$ cat src/rtl/cv32e40p_mult_iter.sv
// Iterative MUL/MULH/MULHSU/MULHU unit: one (XLEN+1)x(SLICE+1) signed partial product per cycle,
// accumulated over XLEN/SLICE cycles, with valid/ready handshakes on both sides and a flush kill.
module cv32e40p_mult_iter #(
  parameter int unsigned XLEN  = 32,
  parameter int unsigned SLICE = 16
) (
  input  logic            clk,
  input  logic            rst_n,
  input  logic            valid_i,
  output logic            ready_o,
  input  logic [1:0]      op_i,
  input  logic [XLEN-1:0] op_a_i,
  input  logic [XLEN-1:0] op_b_i,
  input  logic            flush_i,
  output logic            valid_o,
  input  logic            ready_i,
  output logic [XLEN-1:0] result_o,
  output logic            busy_o
);

  localparam int unsigned N    = XLEN / SLICE;
  localparam int unsigned CntW = (N > 1) ? $clog2(N) : 1;
  localparam int unsigned PpW  = 2 * XLEN + 2;

  typedef enum logic [1:0] {StIdle, StBusy, StDone} state_e;

  state_e              state_q, state_d;
  logic [XLEN-1:0]     a_q, a_d, b_q, b_d;
  logic                a_signed_q, a_signed_d, b_signed_q, b_signed_d, hi_sel_q, hi_sel_d;
  logic [2*XLEN-1:0]   acc_q, acc_d;
  logic [CntW-1:0]     cnt_q, cnt_d;

  logic                last_slice;
  logic [XLEN-1:0]     b_shift;
  logic [SLICE:0]      bk;
  logic [XLEN:0]       ax;
  logic [PpW-1:0]      ax_w, bk_w, pp_w, pp_sh;

  assign last_slice = (cnt_q == CntW'(N - 1));

  // Both factors are sign-extended to a common width wide enough for the full product, so a
  // plain modular multiply yields the signed partial product.
  always_comb begin
    b_shift = b_q >> (SLICE * cnt_q);
    bk      = {b_signed_q & b_q[XLEN-1] & last_slice, b_shift[SLICE-1:0]};
    ax      = {a_signed_q & a_q[XLEN-1], a_q};
    ax_w    = {{(PpW - XLEN - 1){ax[XLEN]}}, ax};
    bk_w    = {{(PpW - SLICE - 1){bk[SLICE]}}, bk};
    pp_w    = ax_w * bk_w;
    pp_sh   = pp_w << (SLICE * cnt_q);
  end

  always_comb begin
    state_d    = state_q;
    a_d        = a_q;
    b_d        = b_q;
    a_signed_d = a_signed_q;
    b_signed_d = b_signed_q;
    hi_sel_d   = hi_sel_q;
    acc_d      = acc_q;
    cnt_d      = cnt_q;
    unique case (state_q)
      StIdle: begin
        if (valid_i) begin
          a_d        = op_a_i;
          b_d        = op_b_i;
          a_signed_d = (op_i == 2'b01) || (op_i == 2'b10);
          b_signed_d = (op_i == 2'b01);
          hi_sel_d   = (op_i != 2'b00);
          acc_d      = '0;
          cnt_d      = '0;
          state_d    = StBusy;
        end
      end
      StBusy: begin
        acc_d = acc_q + pp_sh[2*XLEN-1:0];
        cnt_d = cnt_q + 1'b1;
        if (last_slice) state_d = StDone;
      end
      StDone: begin
        if (ready_i) state_d = StIdle;
      end
      default: state_d = StIdle;
    endcase
    // Flush beats everything, including an accept in idle.
    if (flush_i) begin
      state_d = StIdle;
      acc_d   = acc_q;
      cnt_d   = cnt_q;
    end
  end

  always_ff @(posedge clk or negedge rst_n) begin
    if (!rst_n) begin
      state_q    <= StIdle;
      a_q        <= '0;
      b_q        <= '0;
      a_signed_q <= 1'b0;
      b_signed_q <= 1'b0;
      hi_sel_q   <= 1'b0;
      acc_q      <= '0;
      cnt_q      <= '0;
    end else begin
      state_q    <= state_d;
      a_q        <= a_d;
      b_q        <= b_d;
      a_signed_q <= a_signed_d;
      b_signed_q <= b_signed_d;
      hi_sel_q   <= hi_sel_d;
      acc_q      <= acc_d;
      cnt_q      <= cnt_d;
    end
  end

  assign ready_o  = (state_q == StIdle);
  assign valid_o  = (state_q == StDone);
  assign busy_o   = (state_q != StIdle);
  assign result_o = hi_sel_q ? acc_q[2*XLEN-1:XLEN] : acc_q[XLEN-1:0];

endmodule

$ cat config.mk
export PLATFORM = sky130hd
export DESIGN_NAME = cv32e40p_mult_iter
export DESIGN_NICKNAME = d
export VERILOG_FILES = /design/src/rtl/cv32e40p_mult_iter.sv
export SDC_FILE = /design/constraint.sdc
export NUM_CORES = 2
export LEC_CHECK = 0
export ABC_AREA = 1
export ABC_CLOCK_PERIOD_IN_PS = 9300
export CAP_MARGIN = 20
export CORE_ASPECT_RATIO = 0.5
export CORE_MARGIN = 3
export CORE_UTILIZATION = 37
export CTS_BUF_LIST = sky130_fd_sc_hd__clkbuf_16
export DETAILED_ROUTE_END_ITERATION = 10
export PLACE_DENSITY_LB_ADDON = 0.3
export SLEW_MARGIN = 20
export SYNTH_ARGS = -nofsm -noshare
export SYNTH_HDL_FRONTEND = slang
export SYNTH_SLANG_ARGS = --single-unit
export TNS_END_PERCENT = 1
$ cat constraint.sdc
create_clock -name clk -period 9.3 [get_ports clk]
set_input_delay 2.79 -clock clk [delete_from_list [all_inputs] [get_ports clk]]
set_output_delay 2.79 -clock clk [all_outputs]
set_load 0.01 [all_outputs]
[Word level (Yosys, flattened, before mapping)]
Index checks and enable logic that the tools add are counted.
Word-level totals
  flip-flop bits (word level): 134
Operators by class
  mux-type cells: 10
  bitwise gates (word level): 4
  shift operators: 2
  multipliers: 1
  reduce and logical (&&, ||, !) cells: 8
  equal/unequal tests: 8
  add/sub/neg operators: 2
Operators with widths (number)
  64-bit case mux with 2 select lines: 1
  66-bit by 5-bit left shift with 64-bit output: 1
  64-bit adder: 1
  64-bit 2-to-1 mux: 1
  33-bit by 17-bit multiplier with 50-bit output: 1
  32-bit 2-to-1 mux: 1
  32-bit by 5-bit >> shifter with 16-bit output: 1
  2-bit 2-to-1 mux: 4
  3-bit by 2-bit inequality test with 1-bit output, second input constant: 2
  2-bit case mux with 3 select lines: 1
  3-bit AND reduction: 2
  2-bit nonzero test: 3
  2-bit by 1-bit equality test with 1-bit output, second input constant: 2
  2-bit equality test, second input constant: 2
  1-bit bitwise AND: 3
  3-bit inequality test, second input constant: 1
  2-bit logical NOT: 1
  2-bit inequality test, second input constant: 1
  1-bit case mux with 2 select lines: 1
  2-bit AND reduction: 1
  1-bit adder, second input constant: 1
  1-bit logical OR: 1
  1-bit 2-to-1 mux: 1
  1-bit inverter: 1

[Logic depth before layout (Yosys ltp)]
  depth in word-level cells: 6
  depth in mapped cells: 48

[Worst setup path before layout]
Ideal clock, no wire load.
  kind: register to register
  start: register cnt_q
  end: register acc_q[62]
  cell stages (with the launch flop): 43
  arrival time: 7479 ps
  buffers on the path: 2
  clock period less this slack: 7601 ps
  setup time: 122 ps
  path slack: 1699 ps
  cell sequence: dfrtp_1 inv_1 clkbuf_1 or2_2 nand2_1 inv_1 clkbuf_1 nand2_1 fa_1 inv_1 fa_1 inv_1 fa_1 inv_1 fa_1 fa_1 inv_1 fa_1 [7 not listed] nand2_4 a21oi_4 o21ai_4 a21oi_2 xor2_1 o21ai_1 ha_1 nand2_1 nor2_1 inv_2 nor3_2 inv_1 o21ai_0 inv_2 nand2_4 nand3_2 a21oi_1 o21ai_1
Between the ends
  cells in the longest elaborated chain, start to end: 5
  elaborated cells on any way between the ends: 6
RTL lines
  start, declared: line 31  | logic [CntW-1:0] cnt_q, cnt_d;
  start signal, assigned: line 111  | cnt_q <= cnt_d;
  32-bit by 5-bit >> shifter with 16-bit output / 1-bit bitwise AND (equally long branches): line 44, 45
  33-bit by 17-bit multiplier with 50-bit output: line 49  | pp_w = ax_w * bk_w;
  66-bit by 5-bit left shift with 64-bit output *: line 50  | pp_sh = pp_w << (SLICE * cnt_q);
  64-bit adder *: line 76  | acc_d = acc_q + pp_sh[2*XLEN-1:0];
  64-bit case mux with 2 select lines *: line 62  | unique case (state_q)
  end signal, assigned: line 101  | acc_q <= '0;
  end signal, assigned: line 110  | acc_q <= acc_d;
  end, declared: line 30  | logic [2*XLEN-1:0] acc_q, acc_d;
Every way passes the cells marked *; elsewhere a longest branch is shown, timed or not.
A chain may end at the register's enable or synchronous reset.

[Worst setup path in the final report]
  start: register cnt_q
  end: register acc_q[49]
Same word-level chain as after synthesis.

==> run summary <==
outcome -> complete, no violations
die span in y -> 211 um
Yosys reg bits -> 134
# hold bufs at CTS -> 0
Diodes inserted -> 0
clock tree root driver cell -> clkbuf_16
TritonRoute pass-1 iters -> 6
Initial Util -> 37.7%
vias post-DR -> 28400
DR iter-0 viols -> 2409
Post-Layout Cell Count -> 5561
final count of hold timing violations -> 0
core area -> 82300 um^2
Placed Area -> 35000 um^2
Port Buf Inserts -> 105
crit path DAT -> 9380 ps
clk_skew -> 13.1 ps
Yosys Warn Count -> 0
Synth top area share -> 34.7%
final setup violation count -> 0
post-synthesis sequential area ratio -> 10.8%
crit-path max cell delay -> 530 ps
mapped cell area -> 31000 um^2
FF+latch area -> 3360 um^2
vias in the first global route -> 29500
crit path max-delay cell type -> fa_1
HPWL after detailed placement -> 98500 um
layout cells sized above 1 -> 11.5%
worst-path maximum fanout -> 8
# fillers -> 8375
clock buffer count from CTS -> 17
synth top area cells -> fa_1 35%, inv_1 11%, dfrtp_1 11%, nand2_1 11%, ha_1 7.5%
multi-input logic area -> 23600 um^2
first-pass GRT wire length -> 177000 um
Post-route DRC -> 0
total clock sinks -> 134
WL final -> 117000 um
Worst-path clk slew -> 70 ps
Worst-Margin Slew -> 996 ps
fin area -> 35900 um^2
RSZ-0062 raised after global routing -> yes
Peak Freq -> 111 MHz
die area -> 87500 um^2
overall global routing resource usage -> 27.0%
H-tree depth -> 4
gpl congestion -> 1.00
number of antenna violations at the first check in global routing -> 1
wire per inst -> 21.0 um
Layout area overhead -> 15.7%
CTS tree -> done
largest net degree at the start of global routing -> 72
num rows -> 74
Final period util -> 96.7%
Tmin final -> 8990 ps
Worst Hold Class -> flip-flop to flip-flop
Die W -> 415 um
max-cap violations -> 0
final core utilization -> 43.6%
max_slew headroom -> 33.5%
Syn Nets -> 4988
Hold Slack -> 506 ps
Slew Viols, Final -> 0
Startpoint Class -> flip-flop
Worst-Skew Late Latency -> 500 ps
Mean Syn Cell Area -> 7.40 um^2
DR vias/cell -> 5.11
NumNets Final -> 5241
CP endpoint kind -> flip-flop
I/O pin count -> 106
Synth cell types -> 59
path type of the worst setup path -> flip-flop to flip-flop
Critical Path RT -> 9690 ps
Post-Syn Instances -> 4193
cell taking the most area after synthesis -> fa_1
DP Cell Count -> 5526
Congestion Overflow GR -> 0
Detail Route Antenna Nets -> 0
Clock Path Buffers -> 2
CP most frequent cell -> fa_1
-- cell usage in the layout (no fill, tap or decap), types with 6 or more instances in the layout --
cell | Yosys | routed
inv_1 | 943 | 941
nand2_1 | 888 | 884
fa_1 | 537 | 535
nor2_1 | 513 | 505
buf_4 | 1 | 245
ha_1 | 187 | 182
a21oi_1 | 185 | 178
o21ai_0 | 161 | 158
dfrtp_1 | 134 | 132
clkdlybuf4s50_1 | 0 | 104
nand3_1 | 96 | 96
o21ai_1 | 48 | 48
inv_2 | 33 | 34
mux2_2 | 33 | 33
or2_2 | 26 | 26
nand2_2 | 21 | 24
a21o_1 | 21 | 21
nor2_2 | 13 | 21
a21oi_2 | 13 | 20
nand4_1 | 17 | 17
xor2_1 | 20 | 17
a31oi_1 | 19 | 17
clkbuf_16 | 0 | 17
o21bai_1 | 16 | 15
nor3_1 | 15 | 12
buf_12 | 0 | 12
o21a_1 | 11 | 11
xnor2_1 | 10 | 10
o22ai_1 | 10 | 10
nand3b_1 | 9 | 9
o21ai_2 | 7 | 9
or2_1 | 8 | 8
nor3_2 | 5 | 7
clkinv_1 | 6 | 6
-- cell usage after synthesis, drive strengths merged --
library cell	instances
inv	976
o22ai	10
o21ai	219
clkbuf	105
a211oi	4
or2	34
o311ai	1
nor2	531
o31ai	2
dfrtp	134
and2	2
xor2	20
a21oi	201
o21bai	20
o221ai	1
nor4	7
o21a	11
buf	24
a31oi	19
a31o	1
nand3b	9
xnor2	10
nor4b	1
mux2	33
clkinv	6
a21boi	5
o211ai	5
a21o	21
nand2	913
ha	187
nor3	20
o211a	1
and3	1
mux2i	2
nand3	102
nand4	18
fa	537
-- timing repair --
action,4_1_cts,5_1_grt
endpoints found under the setup margin,1,40
pin swaps,0,2
resized for setup,3,44
buffers inserted,0,3
-- per-layer routing --
metal | vias to the layer above | GRT usage (%) | part of all wire [%]
met5 | - | 0 | 0
met4 | 0 | 10.2 | 4.0
met3 | 200 | 4.69 | 7.4
met2 | 1084 | 43.3 | 45
met1 | 14100 | 36.7 | 43
li1 | 13000 | - | -
-- worst max-delay path, delay by kind of cell (launching register included) --
kind | cells | cell delay [ps]
compound gates | 8 | 1530
fa+ha+maj | 8 | 3830
buf+inv | 8 | 810
flops | 1 | 470
simple gates | 14 | 2200
-- worst paths after layout --
| check | startpoint | to | slack [ps] | cells past startpoint |
|---|---|---|---|---|
| min reg2reg | b_q[22]$_DFFE_PN0P_ | b_q[22]$_DFFE_PN0P_ | 510 | 1 |
| min in group asynchronous | rst_n | cnt_q$_DFFE_PN0P_ | 2320 | 1 |
| max in group asynchronous | rst_n | a_q[30]$_DFFE_PN0P_ | 5560 | 2 |
| max reg2reg | cnt_q$_DFFE_PN0P_ | acc_q[49]$_DFFE_PN0P_ | 310 | 38 |
| min | b_q[22]$_DFFE_PN0P_ | b_q[22]$_DFFE_PN0P_ | 510 | 1 |
| max | cnt_q$_DFFE_PN0P_ | acc_q[49]$_DFFE_PN0P_ | 310 | 38 |
-- per-stage QoR --
step	TNS, ps	setup slack (ps)
finish	0	306
global route	-37.6	-30.7
CTS	0	97.4
detailed placement	-7.67	-7.67
global placement	0	112
floorplan	0	1700
-- area by class of cell --
class                      count  share of cell area, %
multi-input combinational   2948                   65.9
inverter                     982                   10.3
sequential                   134                   9.36
timing repair buffer         363                   8.75
tap                         1102                   3.84
clock buffer                  17                   1.19
clock inverter                15                  0.635
-- registers in the layout, indices dropped and copies added, names as in the netlist --
| register | cells |
|---|---|
| acc_q | 64 |
| a_q | 32 |
| b_q | 32 |
| state_q | 2 |
| a_signed_q | 1 |
| b_signed_q | 1 |
| cnt_q | 1 |
| hi_sel_q | 1 |
-- cells by family after synthesis --
| group | after synthesis | synth area share, % |
|---|---|---|
| compound gates | 521 | 9.66 |
| xor+xnor | 30 | 0.847 |
| fa+ha+maj | 724 | 42.2 |
| buf+inv | 1111 | 13.5 |
| flops | 134 | 10.8 |
| mux | 35 | 1.26 |
| simple gates | 1638 | 21.7 |
Power is left out: the tool's default activity adds up to more than one toggle a clock period on the data nets, which glitch-free logic cannot reach.
